<file path="config.mk">
export PLATFORM = sky130hd
export DESIGN_NAME = residual_encoder_flat
export DESIGN_NICKNAME = d
export VERILOG_FILES = /design/src/rtl/residual_pkg.sv /design/src/rtl/residual_encoder_if.sv /design/src/rtl/rice_bit_packer.sv /design/src/rtl/residual_encoder.sv /design/src/flat_wrapper.sv
export SDC_FILE = /design/constraint.sdc
export NUM_CORES = 1
export LEC_CHECK = 0
export ABC_CLOCK_PERIOD_IN_PS = 2600
export BUFFER_PORTS_ARGS = -buffer_cell sky130_fd_sc_hd__buf_2
export CAP_MARGIN = 10
export CORE_ASPECT_RATIO = 1.1
export CORE_MARGIN = 3
export CORE_UTILIZATION = 33
export CTS_BUF_LIST = sky130_fd_sc_hd__clkbuf_4 sky130_fd_sc_hd__clkbuf_8
export CTS_CLUSTER_DIAMETER = 30
export DETAILED_ROUTE_END_ITERATION = 8
export PLACE_DENSITY = 0.61
export SLEW_MARGIN = 30
export SYNTH_ARGS = -nofsm -noshare
export SYNTH_HDL_FRONTEND = slang
export SYNTH_SLANG_ARGS = --single-unit
</file>
<file path="constraint.sdc">
create_clock -name iClock -period 2.6 [get_ports iClock]
set_input_delay 0.39 -clock iClock [delete_from_list [all_inputs] [get_ports iClock]]
set_output_delay 0.39 -clock iClock [all_outputs]
set_load 0.005 [all_outputs]
</file>
<file path="src/rtl/residual_pkg.sv">
// Shared definitions for the Rice residual encoder/decoder pair: widths,
// FSM state encoding and the zigzag fold that maps signed residuals to unsigned codes.
package residual_pkg;
  localparam int WORD_W = 16;
  localparam int ADDR_W = 16;
  localparam int RICE_W = 4;
  localparam int FILL_W = 4;
  localparam int BIT_W  = 5;

  typedef enum logic [2:0] {
    ST_OFF,
    ST_IDLE,
    ST_UNARY,
    ST_STOP,
    ST_BINARY,
    ST_FLUSH,
    ST_DONE
  } state_t;

  // Zigzag: 0,-1,1,-2,... -> 0,1,2,3,...
  function automatic logic [WORD_W-1:0] fold(input logic [WORD_W-1:0] s);
    return {s[WORD_W-2:0], 1'b0} ^ {WORD_W{s[WORD_W-1]}};
  endfunction
endpackage

</file>
<file path="src/rtl/residual_encoder_if.sv">
// Sample/flush handshake plus RAM write port of the Rice residual encoder.
interface residual_encoder_if;
  import residual_pkg::*;

  logic              iStart;
  logic [ADDR_W-1:0] iStartAddr;
  logic [RICE_W-1:0] iRiceParam;
  logic [WORD_W-1:0] iSample;
  logic              iValid;
  logic              oReady;
  logic              iFlush;
  logic [WORD_W-1:0] oData;
  logic [ADDR_W-1:0] oWriteAddr;
  logic              oWriteEnable;
  logic [ADDR_W-1:0] oEndAddr;
  logic [BIT_W-1:0]  oEndBit;
  logic              oDone;

  modport master (
    output iStart, iStartAddr, iRiceParam, iSample, iValid, iFlush,
    input  oReady, oData, oWriteAddr, oWriteEnable, oEndAddr, oEndBit, oDone
  );

  modport slave (
    input  iStart, iStartAddr, iRiceParam, iSample, iValid, iFlush,
    output oReady, oData, oWriteAddr, oWriteEnable, oEndAddr, oEndBit, oDone
  );
endinterface

</file>
<file path="src/rtl/rice_bit_packer.sv">
// Serial-to-word packer: bits enter MSB-first, full words are written at an
// auto-incrementing address, and flush pads the tail word and reports the end position.
module rice_bit_packer
  import residual_pkg::*;
(
  input  logic              clk,
  input  logic              rst_n,
  input  logic              clear_i,
  input  logic [ADDR_W-1:0] start_addr_i,
  input  logic              bit_valid_i,
  input  logic              bit_i,
  input  logic              flush_i,
  output logic [WORD_W-1:0] data_o,
  output logic [ADDR_W-1:0] waddr_o,
  output logic              we_o,
  output logic [ADDR_W-1:0] end_addr_o,
  output logic [BIT_W-1:0]  end_bit_o
);
  logic [WORD_W-1:0] word_q, word_d;
  logic [FILL_W-1:0] fill_q, fill_d;
  logic [ADDR_W-1:0] addr_q, addr_d;
  logic [WORD_W-1:0] data_q, data_d;
  logic [ADDR_W-1:0] waddr_q, waddr_d;
  logic              we_q, we_d;
  logic [ADDR_W-1:0] end_addr_q, end_addr_d;
  logic [BIT_W-1:0]  end_bit_q, end_bit_d;
  logic [WORD_W-1:0] shifted;
  logic [BIT_W-1:0]  pad_shift;

  always_comb begin
    word_d     = word_q;
    fill_d     = fill_q;
    addr_d     = addr_q;
    data_d     = data_q;
    waddr_d    = waddr_q;
    we_d       = 1'b0;
    end_addr_d = end_addr_q;
    end_bit_d  = end_bit_q;
    shifted    = {word_q[WORD_W-2:0], bit_i};
    pad_shift  = BIT_W'(WORD_W) - {1'b0, fill_q};

    if (clear_i) begin
      word_d = '0;
      fill_d = '0;
      addr_d = start_addr_i;
    end else if (flush_i) begin
      // End position is taken before padding, so it marks the first unused bit.
      end_addr_d = addr_q;
      end_bit_d  = BIT_W'(WORD_W - 1) - {1'b0, fill_q};
      if (fill_q != '0) begin
        data_d  = word_q << pad_shift;
        waddr_d = addr_q;
        we_d    = 1'b1;
      end
      word_d = '0;
      fill_d = '0;
    end else if (bit_valid_i) begin
      if (fill_q == FILL_W'(WORD_W - 1)) begin
        data_d  = shifted;
        waddr_d = addr_q;
        we_d    = 1'b1;
        addr_d  = addr_q + 1'b1;
        word_d  = '0;
        fill_d  = '0;
      end else begin
        word_d = shifted;
        fill_d = fill_q + 1'b1;
      end
    end
  end

  always_ff @(posedge clk or negedge rst_n) begin
    if (!rst_n) begin
      word_q     <= '0;
      fill_q     <= '0;
      addr_q     <= '0;
      data_q     <= '0;
      waddr_q    <= '0;
      we_q       <= 1'b0;
      end_addr_q <= '0;
      end_bit_q  <= '0;
    end else begin
      word_q     <= word_d;
      fill_q     <= fill_d;
      addr_q     <= addr_d;
      data_q     <= data_d;
      waddr_q    <= waddr_d;
      we_q       <= we_d;
      end_addr_q <= end_addr_d;
      end_bit_q  <= end_bit_d;
    end
  end

  assign data_o     = data_q;
  assign waddr_o    = waddr_q;
  assign we_o       = we_q;
  assign end_addr_o = end_addr_q;
  assign end_bit_o  = end_bit_q;
endmodule

</file>
<file path="src/rtl/residual_encoder.sv">
// Rice residual encoder: folds each residual, walks unary/stop/binary phases one
// bit per cycle into the word packer, and finishes the stream on flush.
module residual_encoder
  import residual_pkg::*;
(
  input logic               iClock,
  input logic               iReset_n,
  residual_encoder_if.slave bus
);
  state_t            state_q, state_d;
  logic [WORD_W-1:0] u_q, u_d;
  logic [WORD_W-1:0] q_cnt_q, q_cnt_d;
  logic [RICE_W-1:0] k_q, k_d;
  logic [RICE_W-1:0] bit_idx_q, bit_idx_d;
  logic              ready_q, ready_d;
  logic              done_q, done_d;
  logic [WORD_W-1:0] folded;
  logic [WORD_W-1:0] quot;
  logic              bit_valid;
  logic              bit_val;
  logic              pk_flush;

  always_comb begin
    state_d   = state_q;
    u_d       = u_q;
    q_cnt_d   = q_cnt_q;
    k_d       = k_q;
    bit_idx_d = bit_idx_q;
    bit_valid = 1'b0;
    bit_val   = 1'b0;
    pk_flush  = 1'b0;
    folded    = fold(bus.iSample);
    quot      = folded >> k_q;

    if (bus.iStart) begin
      state_d = ST_IDLE;
      k_d     = bus.iRiceParam;
    end else begin
      unique case (state_q)
        ST_IDLE: begin
          // A pending flush waits behind any sample offered in the same cycle.
          if (bus.iValid) begin
            u_d     = folded;
            q_cnt_d = quot;
            state_d = (quot != '0) ? ST_UNARY : ST_STOP;
          end else if (bus.iFlush) begin
            state_d = ST_FLUSH;
          end
        end
        ST_UNARY: begin
          bit_valid = 1'b1;
          q_cnt_d   = q_cnt_q - 1'b1;
          if (q_cnt_q == WORD_W'(1)) state_d = ST_STOP;
        end
        ST_STOP: begin
          bit_valid = 1'b1;
          bit_val   = 1'b1;
          bit_idx_d = k_q - 1'b1;
          state_d   = (k_q != '0) ? ST_BINARY : ST_IDLE;
        end
        ST_BINARY: begin
          bit_valid = 1'b1;
          bit_val   = u_q[bit_idx_q];
          bit_idx_d = bit_idx_q - 1'b1;
          if (bit_idx_q == '0) state_d = ST_IDLE;
        end
        ST_FLUSH: begin
          pk_flush = 1'b1;
          state_d  = ST_DONE;
        end
        ST_DONE:  state_d = ST_OFF;
        default:  state_d = ST_OFF;
      endcase
    end

    ready_d = (state_d == ST_IDLE);
    done_d  = (state_q == ST_DONE);
  end

  always_ff @(posedge iClock or negedge iReset_n) begin
    if (!iReset_n) begin
      state_q   <= ST_OFF;
      u_q       <= '0;
      q_cnt_q   <= '0;
      k_q       <= '0;
      bit_idx_q <= '0;
      ready_q   <= 1'b0;
      done_q    <= 1'b0;
    end else begin
      state_q   <= state_d;
      u_q       <= u_d;
      q_cnt_q   <= q_cnt_d;
      k_q       <= k_d;
      bit_idx_q <= bit_idx_d;
      ready_q   <= ready_d;
      done_q    <= done_d;
    end
  end

  rice_bit_packer u_packer (
    .clk          (iClock),
    .rst_n        (iReset_n),
    .clear_i      (bus.iStart),
    .start_addr_i (bus.iStartAddr),
    .bit_valid_i  (bit_valid),
    .bit_i        (bit_val),
    .flush_i      (pk_flush),
    .data_o       (bus.oData),
    .waddr_o      (bus.oWriteAddr),
    .we_o         (bus.oWriteEnable),
    .end_addr_o   (bus.oEndAddr),
    .end_bit_o    (bus.oEndBit)
  );

  assign bus.oReady = ready_q;
  assign bus.oDone  = done_q;
endmodule

</file>
<file path="src/flat_wrapper.sv">
// flat-port wrapper written by rule: the top's interface ports become plain ports
module residual_encoder_flat import residual_pkg::*;
  (iClock, iReset_n, bus_iStart, bus_iStartAddr, bus_iRiceParam, bus_iSample, bus_iValid, bus_iFlush, bus_oReady, bus_oData, bus_oWriteAddr, bus_oWriteEnable, bus_oEndAddr, bus_oEndBit, bus_oDone);
  residual_encoder_if bus_i ();
  input logic iClock;
  input logic iReset_n;
  input wire logic [$bits(bus_i.iStart)-1:0] bus_iStart;
  input wire logic [$bits(bus_i.iStartAddr)-1:0] bus_iStartAddr;
  input wire logic [$bits(bus_i.iRiceParam)-1:0] bus_iRiceParam;
  input wire logic [$bits(bus_i.iSample)-1:0] bus_iSample;
  input wire logic [$bits(bus_i.iValid)-1:0] bus_iValid;
  input wire logic [$bits(bus_i.iFlush)-1:0] bus_iFlush;
  output wire logic [$bits(bus_i.oReady)-1:0] bus_oReady;
  output wire logic [$bits(bus_i.oData)-1:0] bus_oData;
  output wire logic [$bits(bus_i.oWriteAddr)-1:0] bus_oWriteAddr;
  output wire logic [$bits(bus_i.oWriteEnable)-1:0] bus_oWriteEnable;
  output wire logic [$bits(bus_i.oEndAddr)-1:0] bus_oEndAddr;
  output wire logic [$bits(bus_i.oEndBit)-1:0] bus_oEndBit;
  output wire logic [$bits(bus_i.oDone)-1:0] bus_oDone;
  assign bus_i.iStart = bus_iStart;
  assign bus_i.iStartAddr = bus_iStartAddr;
  assign bus_i.iRiceParam = bus_iRiceParam;
  assign bus_i.iSample = bus_iSample;
  assign bus_i.iValid = bus_iValid;
  assign bus_i.iFlush = bus_iFlush;
  assign bus_oReady = bus_i.oReady;
  assign bus_oData = bus_i.oData;
  assign bus_oWriteAddr = bus_i.oWriteAddr;
  assign bus_oWriteEnable = bus_i.oWriteEnable;
  assign bus_oEndAddr = bus_i.oEndAddr;
  assign bus_oEndBit = bus_i.oEndBit;
  assign bus_oDone = bus_i.oDone;
  residual_encoder u_core (.iClock(iClock), .iReset_n(iReset_n), .bus(bus_i));
endmodule
</file>
==> impl_metrics.json <==
{
  "synthFlopType": "dfrtp_1",
  "die-area_um2": 26100,
  "crit_required_ps": 2930,
  "cts.repair.resized": 0,
  "cts_sinks": 134,
  "hold_viol_final": 0,
  "ys_warn_count": 0,
  "grt_pass1_vias": 6362,
  "drc": 0,
  "cts_buffers": 17,
  "hp-class": "input port to flop",
  "hold_start": "bus_iStartAddr[4]",
  "start_kind": "flop",
  "gr-total-overflow": 0,
  "rsz0062_at_grt": "no",
  "syn2layout_area_growth_pct": 16.2,
  "grt_pass1_wl_um": 33600,
  "cts_buffer_depth": 2,
  "leakage_uw": 0.00418,
  "die_width_um": 154,
  "rr_endpoint": "u_core.state_q[0]$_DFF_PN0_",
  "viasPerCell": 5.29,
  "clk_pin_slew_ps": 100,
  "multi_input_comb_area_um2": 4310,
  "maxCapViolCount": 0,
  "holdBufCountCts": 1,
  "final_common_cell": "dfrtp_1",
  "antenna_found_initial": 0,
  "dieHeight_um": 169,
  "synth_cell_type_count": 62,
  "routed_wl_um": 20700,
  "whs_ps": 151,
  "hold_path_end": "u_core.u_packer.addr_q[4]$_DFFE_PN0P_",
  "postCtsSetupBuffers": 0,
  "ant_nets": 0,
  "ys_seq_area_share_pct": 41.9,
  "diodes": 0,
  "slew_headroom_pct": 62.1,
  "irDropWorstVdd_uv": 276,
  "drt-initial-drc-count": 377,
  "fin_tns_setup_ps": 0,
  "synth_area_um2": 8000,
  "route.met2.wl_um": 9940,
  "n_fill_cell": 2424,
  "post-route-min-period_ps": 2430,
  "fmax_mhz": 411,
  "gp_congestion": 0.852,
  "syn_inst": 833,
  "ctsHtreeMaxLevel": 4,
  "timing.rr.start": "u_core.k_q[1]$_DFFE_PN0P_",
  "path_buf_inv": 1,
  "p_per_area_nw_per_um2": 672,
  "fin_nets": 973,
  "r2r_slack_ps": 170,
  "dr.pass1.iters": 5,
  "ys_async_sr_fraction_pct": 100,
  "end_kind": "flop",
  "wl_met3_um": 755,
  "hpwl_um": 14900,
  "status": "finished, final reports clean",
  "critPathMaxFanout": 10,
  "slowest_delay_ps": 620,
  "start_util_pct": 33.6,
  "slowest_stage": "mux4_1",
  "clk_latency_ps": 450,
  "finalClockSkew_ps": 20.1,
  "r2r_cells": 6,
  "num_vias": 6575,
  "dp_cells": 1211,
  "grt_use_total_pct": 15.7,
  "synth_nets": 880,
  "path_delay_family": "compound AO/OA/AOI/OAI gates",
  "dr.max_layer_used": "met4",
  "worstPathArrival_ps": 2770,
  "wl_met1_um": 9640,
  "cp_cell_sequence": "buf_4 > mux4_1 > a221o_1 > nor4_2 > nand4_1 > o31ai_1",
  "row_count": 59,
  "fin_crit_sh_pct": 93.6,
  "whs_path_depth": 3,
  "avgRoutedWirePerCell_um": 16.6,
  "core_um2": 23800,
  "drive_gt1_share_pct": 24.0,
  "final_cells": 1244,
  "io_pins": 97,
  "crit_type": "flop to flop",
  "portBuffers": 95,
  "avgSynthCellArea_um2": 9.60,
  "grt_max_degree": 58,
  "ys_seq_elements": 134,
  "root_buffer": "clkbuf_8",
  "seqCellArea_um2": 3350,
  "final_cell_mix": "134 x dfrtp_1, 124 x nand2_1, 94 x buf_2",
  "setup_violations": 0,
  "synth_enable_flop_cells": 0,
  "tightest_slew_ps": 568,
  "slew_violations": 0,
  "cts_tree": "built"
}
-- worst min-delay path, stage by stage --
cell and delay (ps):
buf_2 80, nand2_1 40, o21ai_0 50
-- metrics by stage --
step	setup WS [ps]	cell area, um2	utilization [%]	total power [uW]
3_3_place_gp	130	8910	37.5	4580
3_5_place_dp	194	8910	37.5	4620
6_report	167	9290	39.1	6240
5_1_grt	1.84	9290	39.1	6640
4_1_cts	155	9290	39.1	6330
2_1_floorplan	132	8000	-	3950
-- per-layer routing --
layer | global-route usage (%) | up-vias
met5 | 0 | -
met4 | 4.61 | 0
met3 | 2.73 | 23
met2 | 25.6 | 140
met1 | 21.4 | 3227
li1 | - | 3185
-- sequential cells by signal, indices dropped and copies added, names as in the netlist --
signal / count
u_core.state_q: 3
u_core.u_packer.word_q: 16
u_core.u_packer.data_o: 16
u_core.bus.oReady: 1
u_core.u_packer.waddr_o: 16
u_core.u_packer.end_addr_o: 16
u_core.bit_idx_q: 4
u_core.q_cnt_q: 16
u_core.u_packer.fill_q: 4
u_core.k_q: 4
u_core.u_packer.end_bit_o: 4
u_core.bus.oDone: 1
u_core.u_packer.we_o: 1
u_core.u_packer.addr_q: 16
u_core.u_q: 16
-- Yosys cell counts, types with 5 or more instances --
library cell / n / area share (%)
dfrtp_1: 134 / 42
buf_2: 17 / 1.1
mux2_2: 30 / 4.2
inv_1: 11 / 0.52
nor2_1: 50 / 2.3
xor2_1: 16 / 1.8
mux2i_1: 48 / 6.0
nor4_1: 7 / 0.55
o31ai_1: 5 / 0.47
nand2b_1: 7 / 0.55
nand3b_1: 6 / 0.56
nand3_1: 22 / 1.4
a31oi_1: 6 / 0.47
xnor2_1: 30 / 3.3
nor3_1: 17 / 1.1
buf_1: 10 / 0.47
and3_1: 5 / 0.39
o21a_1: 5 / 0.47
a22o_1: 20 / 2.2
nand2_1: 124 / 5.8
o21ai_0: 67 / 4.2
a21oi_1: 53 / 3.3
ha_1: 6 / 0.94
clkbuf_1: 31 / 1.5
o22ai_1: 7 / 0.55
nor3b_1: 7 / 0.66
mux4_2: 18 / 5.1
nor2b_1: 9 / 0.70
-- worst max path at each step --
stage,cells past startpoint,start,slack (ps),endpoint
finish,6,u_core.k_q[1]$_DFFE_PN0P_,170,u_core.state_q[0]$_DFF_PN0_
global route,7,u_core.k_q[1]$_DFFE_PN0P_,2,u_core.state_q[0]$_DFF_PN0_
CTS,6,u_core.k_q[1]$_DFFE_PN0P_,150,u_core.state_q[0]$_DFF_PN0_
detailed placement,6,u_core.k_q[1]$_DFFE_PN0P_,190,u_core.state_q[0]$_DFF_PN0_
global placement,7,u_core.k_q[1]$_DFFE_PN0P_,130,u_core.state_q[0]$_DFF_PN0_
floorplan,11,u_core.u_packer.fill_q[0]$_DFFE_PN0P_,130,u_core.u_packer.data_o[9]$_DFFE_PN0P_
-- report_power, final --
group	switching (uW)	leakage, uW	internal (uW)
Combinational	896	0.00225	844
Sequential	351	0.00174	2480
Clock	969	0.000182	701
-- cell type report --
class,instances,share of cell area [%]
inverters,12,0.485
multi-input cells,624,46.5
repair buffers,137,8.88
flip-flops and latches,134,36.1
clock inverters,15,1.44
well taps,305,4.11
clock buffers,17,2.52
-- kinds of logic after synthesis --
group	share of synthesized area, %
muxes	16.8
AOI/OAI and AO/OA	15.0
other	0.0469
buffers and inverters	4.12
xor gates and xnor gates	5.04
adders and majority gates	0.939
and+or+nand+nor	16.1
DFF	41.9
Power figures use the tool's default switching activity.
